`config.mk`:
```
export PLATFORM = sky130hd
export DESIGN_NAME = div64_ctrl
export DESIGN_NICKNAME = d
export VERILOG_FILES = /design/src/rtl/div64_pkg.sv /design/src/rtl/div64_wdog.sv /design/src/rtl/div64_ctrl.sv
export SDC_FILE = /design/constraint.sdc
export NUM_CORES = 1
export LEC_CHECK = 0
export CORE_MARGIN = 2
export CORE_UTILIZATION = 45
export DETAILED_ROUTE_END_ITERATION = 8
export GPL_TIMING_DRIVEN = 1
export PLACE_DENSITY = 0.73
export SLEW_MARGIN = 25
export SYNTH_ARGS = -nofsm -noshare
export SYNTH_HDL_FRONTEND = slang
export SYNTH_SLANG_ARGS = --single-unit
```
`constraint.sdc`:
```
create_clock -name clk -period 10.8 [get_ports clk]
set_input_delay 1.62 -clock clk [delete_from_list [all_inputs] [get_ports clk]]
set_output_delay 1.62 -clock clk [all_outputs]
set_load 0.005 [all_outputs]
```
`src/rtl/div64_pkg.sv`:
```
// Shared types and constants for the 64-bit divider sequencing controller.
package div64_pkg;

  typedef enum logic [1:0] {
    ST_LOAD  = 2'd0,
    ST_CHECK = 2'd1,
    ST_WAIT  = 2'd2,
    ST_SEND  = 2'd3
  } div64_state_t;

  // Bytes per command (dividend + divisor) and per result (quotient + remainder)
  localparam int DIV64_NBYTES = 16;

  localparam logic [1:0] ERR_NONE    = 2'd0;
  localparam logic [1:0] ERR_DIV0    = 2'd1;
  localparam logic [1:0] ERR_DIVERR  = 2'd2;
  localparam logic [1:0] ERR_TIMEOUT = 2'd3;

endpackage

```
`src/rtl/div64_wdog.sv`:
```
// Watchdog counter: cleared while idle, counts while enabled, flags when it
// has reached TIMEOUT.
module div64_wdog #(
  parameter int TIMEOUT = 255
) (
  input  logic clk,
  input  logic rst,
  input  logic i_clear,
  input  logic i_enable,
  output logic o_expired
);

  logic [15:0] r_cnt;

  // Count cycles while enabled; clear has priority; hold at all-ones
  always_ff @(posedge clk or posedge rst) begin
    if (rst) begin
      r_cnt <= '0;
    end else if (i_clear) begin
      r_cnt <= '0;
    end else if (i_enable && (r_cnt != 16'hFFFF)) begin
      r_cnt <= r_cnt + 16'd1;
    end
  end

  assign o_expired = (r_cnt == 16'(TIMEOUT));

endmodule

```
`src/rtl/div64_ctrl.sv`:
```
// Byte-serial command/result sequencer around the 64-bit divider: loads the
// operands, screens divide-by-zero, launches one division, watches it with a
// watchdog and streams the 16 result bytes back out.
module div64_ctrl
  import div64_pkg::*;
#(
  parameter int TIMEOUT = 255
) (
  input  logic        clk,
  input  logic        rst,
  input  logic        in_valid,
  input  logic [7:0]  in_data,
  output logic        in_ready,
  input  logic        sel,
  output logic        div_start,
  output logic [63:0] div_a,
  output logic [63:0] div_b,
  output logic        div_sel,
  input  logic        div_done,
  input  logic [63:0] div_quot,
  input  logic [63:0] div_rem,
  input  logic        div_err,
  output logic        out_valid,
  output logic [7:0]  out_data,
  output logic        out_last,
  input  logic        out_ready,
  output logic        err,
  output logic [1:0]  err_code,
  output logic        busy
);

  localparam logic [3:0] LAST_IDX = 4'(DIV64_NBYTES - 1);

  div64_state_t r_state;
  div64_state_t w_state_next;

  logic [3:0]   r_cnt;
  logic [127:0] r_op;
  logic [127:0] r_res;
  logic         r_sel;
  logic [1:0]   r_err_code;

  logic         w_in_fire;
  logic         w_out_fire;
  logic         w_abort;
  logic [1:0]   w_code;
  logic         w_start;
  logic         w_capture;
  logic         w_expired;

  assign w_in_fire  = in_valid && in_ready;
  assign w_out_fire = out_ready && (r_state == ST_SEND);

  div64_wdog #(
    .TIMEOUT (TIMEOUT)
  ) u_wdog (
    .clk       (clk),
    .rst       (rst),
    .i_clear   (r_state != ST_WAIT),
    .i_enable  (r_state == ST_WAIT),
    .o_expired (w_expired)
  );

  // State register
  always_ff @(posedge clk or posedge rst) begin
    if (rst) begin
      r_state <= ST_LOAD;
    end else begin
      r_state <= w_state_next;
    end
  end

  // Next-state and abort/launch decode; a done seen together with watchdog expiry wins
  always_comb begin
    w_state_next = r_state;
    w_abort      = 1'b0;
    w_code       = ERR_NONE;
    w_start      = 1'b0;
    w_capture    = 1'b0;
    case (r_state)
      ST_LOAD: begin
        if (w_in_fire && (r_cnt == LAST_IDX)) begin
          w_state_next = ST_CHECK;
        end
      end
      ST_CHECK: begin
        if (r_op[63:0] == 64'd0) begin
          w_abort      = 1'b1;
          w_code       = ERR_DIV0;
          w_state_next = ST_LOAD;
        end else begin
          w_start      = 1'b1;
          w_state_next = ST_WAIT;
        end
      end
      ST_WAIT: begin
        if (div_done) begin
          if (div_err) begin
            w_abort      = 1'b1;
            w_code       = ERR_DIVERR;
            w_state_next = ST_LOAD;
          end else begin
            w_capture    = 1'b1;
            w_state_next = ST_SEND;
          end
        end else if (w_expired) begin
          w_abort      = 1'b1;
          w_code       = ERR_TIMEOUT;
          w_state_next = ST_LOAD;
        end
      end
      ST_SEND: begin
        if (w_out_fire && (r_cnt == LAST_IDX)) begin
          w_state_next = ST_LOAD;
        end
      end
      default: begin
        w_state_next = ST_LOAD;
      end
    endcase
  end

  // Byte counter shared by the load and send phases; wraps to 0 after byte 15
  always_ff @(posedge clk or posedge rst) begin
    if (rst) begin
      r_cnt <= '0;
    end else if (w_in_fire || w_out_fire) begin
      r_cnt <= r_cnt + 4'd1;
    end
  end

  // Operand shift register (first byte ends up as MSB) and sign select capture
  always_ff @(posedge clk or posedge rst) begin
    if (rst) begin
      r_op  <= '0;
      r_sel <= 1'b0;
    end else if (w_in_fire) begin
      r_op <= {r_op[119:0], in_data};
      if (r_cnt == 4'd0) begin
        r_sel <= sel;
      end
    end
  end

  // Result register: loaded on divider completion, shifted out MSB byte first
  always_ff @(posedge clk or posedge rst) begin
    if (rst) begin
      r_res <= '0;
    end else if (w_capture) begin
      r_res <= {div_quot, div_rem};
    end else if (w_out_fire) begin
      r_res <= {r_res[119:0], 8'h00};
    end
  end

  // Sticky cause of the most recent abort
  always_ff @(posedge clk or posedge rst) begin
    if (rst) begin
      r_err_code <= ERR_NONE;
    end else if (w_abort) begin
      r_err_code <= w_code;
    end
  end

  assign in_ready  = (r_state == ST_LOAD) && !rst;
  assign div_start = w_start;
  assign div_a     = r_op[127:64];
  assign div_b     = r_op[63:0];
  assign div_sel   = r_sel;
  assign out_valid = (r_state == ST_SEND);
  assign out_data  = r_res[127:120];
  assign out_last  = (r_state == ST_SEND) && (r_cnt == LAST_IDX);
  assign err       = w_abort;
  // The new cause is visible alongside the err pulse, then held
  assign err_code  = w_abort ? w_code : r_err_code;
  assign busy      = !((r_state == ST_LOAD) && (r_cnt == 4'd0));

endmodule
```
== Yosys cells after proc, flatten, opt, wreduce, memory -nomap -nowiden ==
Index checks and enable logic that the tools add are counted.
Cells by class
  $add $sub $neg: 2
  equality and inequality tests: 10
  muxes and demuxes: 27
  reduce and logical (&&, ||, !) cells: 18
Operator list (number)
  two-way mux 128 bit: 2
  zero test 64 bit: 1
  two-way mux 16 bit: 2
  two-way mux 2 bit: 10
  adder 16 x 1 -> 16 bit (second input constant): 1
  == test 16 x 8 -> 1 bit (second input constant): 1
  != test 16 bit (second input constant): 1
  two-way mux 1 bit: 10
  logical AND 1 bit: 8
  one-hot mux 2 bit (4 select lines): 1
  adder 4 x 1 -> 4 bit (second input constant): 1
  == test 2 bit (second input constant): 2
  == test 4 bit (second input constant): 1
  zero test 4 bit: 1
  != test 2 bit (second input constant): 2
  one-hot mux 2 bit (2 select lines): 1
  nonzero test 2 bit: 2
  != test 3 bit (second input constant): 1
  AND reduction 3 bit: 1
  == test 2 x 1 -> 1 bit (second input constant): 1
  zero test 1 bit: 2
  zero test 2 bit: 1
  != test 2 x 1 -> 1 bit (second input constant): 1
  one-hot mux 1 bit (2 select lines): 1
  other kinds (2): 2
Word-level totals
  register bits: 281
  input bits: 143
  output and inout port bits: 145

== Longest topological paths before layout ==
  word-level depth: 6
  depth in mapped cells: 8
  mapped depth without buffers: 7

== By module ==
A second synthesis with hierarchy kept.
Unflattened totals
  cells, all modules: 1026
  area, all modules: 12255.5 sq um
Modules (own cells, without submodules)
  div64_ctrl: times used 1, cells an instance 919, area each 11270.8 sq um, seq. area each 6631.4 sq um
  div64_wdog: times used 1, cells an instance 107, area each 984.7 sq um, seq. area each 400.4 sq um

== Worst setup path before layout ==
OpenSTA, ideal clock, no wires.
  path kind: input-to-output
  start: in div_done
  end: out err_code[0]
  arrival: 2141 ps
  data required time: 9180 ps
  path slack: 7039 ps
  stages on the path: 2
  cell sequence: o31a_1 a31oi_1
Between the ends
  longest elaborated chain between the ends: 3
  elaborated cells on any way between the ends: 5
  classes of those cells: 5 x mux
Ends and longest elaborated chain
  start: declaration: line div64_ctrl.sv:19  | input logic div_done,
  two-way mux 2 bit / two-way mux 1 bit (equally long branches): line div64_ctrl.sv:97  | if (div_done) begin
  one-hot mux 2 bit (2 select lines) / one-hot mux 1 bit (2 select lines) (equally long branches): line div64_ctrl.sv:80  | case (r_state)
  two-way mux 2 bit *: line div64_ctrl.sv:175  | assign err_code = w_abort ? w_code : r_err_code;
  end: declaration: line div64_ctrl.sv:28  | output logic [1:0] err_code,
Every way passes the cells marked *; elsewhere a longest branch is shown, timed or not.

== Final worst setup path ==
Same ends and word-level chain as after synthesis.

==> flow_metrics.py <==
metrics = {
    "logic_synthesis": {
        "synth.area.top_cells": "dfrtp_1, mux2_2, mux2i_1",
        "synth-xor-area-share_pct": 1.02,
        "yosysTopAreaCell": "dfrtp_1",
        "synth_compound_area_share_pct": 5.74,
        "ys_warn_count": 0,
        "synth_cell_type_count": 40,
        "synthMuxAreaShare_pct": 22.1,
        "synthCells": 1002,
        "synth_top_family_by_area": "multiplexers",
        "syn_nets": 1153,
        "synth-main-ff-cell": "dfrtp_1",
        "synth_edf_count": 0,
        "syn_area_um2": 12100,
        "synth_top_cell_area_share_pct": 58.2,
        "async_flop_share_pct": 100,
        "synthAdderAreaFrac_pct": 0.829,
        "ys_ff_latch": 281,
        "syn_avg_cell_area_um2": 12.1,
        "yosys.area_share.simple_pct": 9.18,
        "synth_seq_area_share_pct": 58.2,
    },
    "global_route": {
        "grt_use_met2_pct": 34.7,
        "grt_use_total_pct": 20.9,
        "grt_max_degree": 250,
        "antenna_found_initial": 5,
        "first_global_vias": 8637,
        "overflow": 0,
        "use_met1_pct": 26.5,
        "grt_pass1_wl_um": 47100,
        "use_met3_pct": 6.56,
        "busiest_layer": "met2",
    },
    "cts": {
        "cts_sinks": 281,
        "h-tree-depth": 1,
        "root_buffer": "clkbuf_16",
        "cts_tree": "built",
        "insertion_delay_ns": 0.54,
        "cts-resized-gates": 0,
        "cts_hold_buf": 0,
        "clk_pin_slew_ns": 0.06,
        "clockBufferDepth": 3,
        "post_cts_buffers": 0,
        "cts_buffers": 30,
    },
    "critical_path": {
        "critPathBufInv": 2,
        "crit_cells": 5,
        "worstSetupEndpoint": "err_code[0]",
        "rrSetupSlack_ns": 7.68,
        "critical_path_class": "input pin to output pin",
        "cp_slowest_stage_delay_ns": 0.55,
        "worstSetupEndpointType": "output pin",
        "worst_r2r_endpoint": "r_cnt[3]",
        "crit_path_frequent_cell": "clkdlybuf4s50_1",
        "critPathLaunch": "div_done",
        "cp_slowest_cell": "clkdlybuf4s50_1",
        "crit_chain": "clkdlybuf4s50_1 -> nand4_1 -> o31a_1 -> a31oi_1 -> clkdlybuf4s50_1",
        "r2r_cells": 8,
        "crit_required_ns": 9.18,
        "cp.arrival_ns": 3.22,
        "crit_family": "buffers and inverters",
        "crit_fanout": 5,
        "worstSetupStartpointType": "input pin",
        "r2r-start": "r_state[0]",
    },
    "job": {
        "drv_cap": 0,
    },
    "sta": {
        "fin_crit_ns": 4.84,
        "setup-tns-final_ns": 0,
        "finalMaxSlewViolations": 0,
        "hold_violations": 0,
        "max_freq_mhz": 206,
        "whs_ns": 0.491,
        "tightest_slew_ns": 1.00,
        "slew_headroom_pct": 33.3,
        "rsz0062_at_grt": "false",
        "setup_viol": 0,
        "fin_crit_sh_pct": 44.8,
        "finalClockSkew_ns": 0.00702,
    },
    "pwr": {
        "pwr-share-seq_pct": 45.7,
        "p_clk_share_pct": 24.9,
        "p_total_mw": 3.83,
        "power_density_nw_per_um2": 238,
        "p_sw_share_pct": 29.9,
        "leakage_nw": 7.84,
        "vdd_drop_max_uv": 190,
        "p_int_mw": 2.68,
        "switchingPower_mw": 1.14,
        "share_comb_of_total_power_pct": 29.4,
    },
    "place": {
        "place.gp.congestion": 0.802,
        "placed_area_um2": 15100,
        "port_buffers": 287,
        "dpl.hpwl_um": 20500,
    },
    "cells_and_area": {
        "syn2layout_area_growth_pct": 33.2,
        "layout-drive-gt1-share_pct": 14.6,
        "fin_nets": 1414,
        "final_core_util_pct": 61.4,
        "finalInstanceArea_um2": 16100,
    },
    "worst_hold_path": {
        "hold_class": "register to register",
        "hold_depth": 1,
    },
    "floorplan": {
        "die_area_um2": 28200,
        "initial_core_util_pct": 46.1,
        "die_x_um": 168,
        "placementRows": 59,
        "die_height_um": 168,
        "coreArea_um2": 26200,
        "io_pins": 288,
    },
    "routing": {
        "drt-wirelength-per-cell_um": 18.5,
        "route.detailed.drc": 0,
        "num_vias": 8407,
        "drtAntennaViolNets": 0,
        "firstDrtPassIters": 7,
        "viasPerCell": 5.18,
        "initialDrtViolationCount": 465,
        "drt-total-wl_um": 30000,
    },
    "status": {
        "status": "complete, no violations",
    },
}
Yosys cell counts, types with 2 or more instances:
| master | n |
|---|---|
| nor3b_1 | 2 |
| buf_2 | 28 |
| inv_1 | 8 |
| xor2_1 | 6 |
| nor3_1 | 7 |
| mux2i_1 | 122 |
| nor4_2 | 2 |
| xnor2_1 | 8 |
| o21ai_0 | 4 |
| nand4_1 | 10 |
| nand3_1 | 14 |
| a211oi_1 | 2 |
| nand2_1 | 29 |
| nor4_1 | 17 |
| a21oi_1 | 123 |
| ha_1 | 8 |
| mux2_2 | 129 |
| and4_1 | 2 |
| buf_4 | 9 |
| and3_1 | 5 |
| clkbuf_1 | 28 |
| nor2_1 | 141 |
| dfrtp_1 | 281 |
cell type report:
class                   count  area, um^2
fillers                  2122       10100
flip-flops and latches    281        7030
multi-input cells         647        4710
repair buffers            294        2960
clock buffers              45         868
well taps                 335         419
inverters                   9        46.3
clock inverters             7        41.3
diodes                      5        12.5
worst register-to-register path: cells and delay by family, from the launching register on:
| family | cells | cell delay [ns] |
|---|---|---|
| xor gates and xnor gates | 1 | 0.12 |
| buffers and inverters | 2 | 1.03 |
| DFF | 1 | 0.37 |
| adders and majority gates | 1 | 0.25 |
| and+or+nand+nor | 4 | 1.28 |
how the worst min path moves through the flow:
stage / startpoint / endpoint / slack (ns)
global route: r_err_code[1] / r_err_code[1] / 0.50
floorplan: r_cnt[3] / r_cnt[3] / 0.46
detailed placement: r_err_code[1] / r_err_code[1] / 0.46
global placement: r_err_code[1] / r_err_code[1] / 0.46
CTS: r_err_code[1] / r_err_code[1] / 0.48
finish: r_err_code[1] / r_err_code[1] / 0.49
through the flow:
stage | worst slack (ns) | cells
after CTS | 5.97 | 1617
after global placement | 6.00 | 1565
final | 5.96 | 1623
after global routing | 5.88 | 1621
after detailed placement | 5.98 | 1565
after floorplan | 1.43 | 1002
cell usage in the layout, fill, tap and decap left out, drive strengths merged, types with 2 or more instances in the layout:
cell / n
clkdlybuf4s50: 287
a21oi: 123
and3: 5
nand4: 11
inv: 7
xor2: 6
o21ai: 4
buf: 7
xnor2: 8
a211oi: 2
nor4: 20
nand3: 15
ha: 8
mux2: 129
nor3: 7
clkbuf: 45
nand2: 29
mux2i: 122
diode: 5
nor3b: 3
dfrtp: 281
nor2: 141
clkinv: 8
and4: 2
routing by layer:
layer / up-vias / part of all wire, %
li1: 4032 / -
met1: 4121 / 42
met2: 206 / 48
met3: 46 / 7.4
met4: 2 / 2.7
met5: - / 0.043
state kept, by name (all words and copies together) (netlist names):
signal        flops
u_wdog.r_cnt     16
r_op            128
r_cnt             4
r_err_code        2
div_sel           1
r_res           128
r_state           2
power groups by stage:
stage	Clock (mW)	Combinational (mW)	Sequential [mW]
after global placement	0	1.10	1.75
after global routing	1.02	1.23	1.81
final	0.953	1.12	1.75
after detailed placement	0	1.13	1.77
after CTS	0.981	1.13	1.75
after floorplan	0	0.659	1.67
logic make-up after synthesis:
logic type | after synthesis
AO/OA/AOI/OAI | 134
XOR/XNOR | 14
adder cells (fa/ha/maj) | 8
buffers and inverters | 74
flip-flops | 281
multiplexers | 251
AND/OR/NAND/NOR | 240
Power figures use the tool's default switching activity.
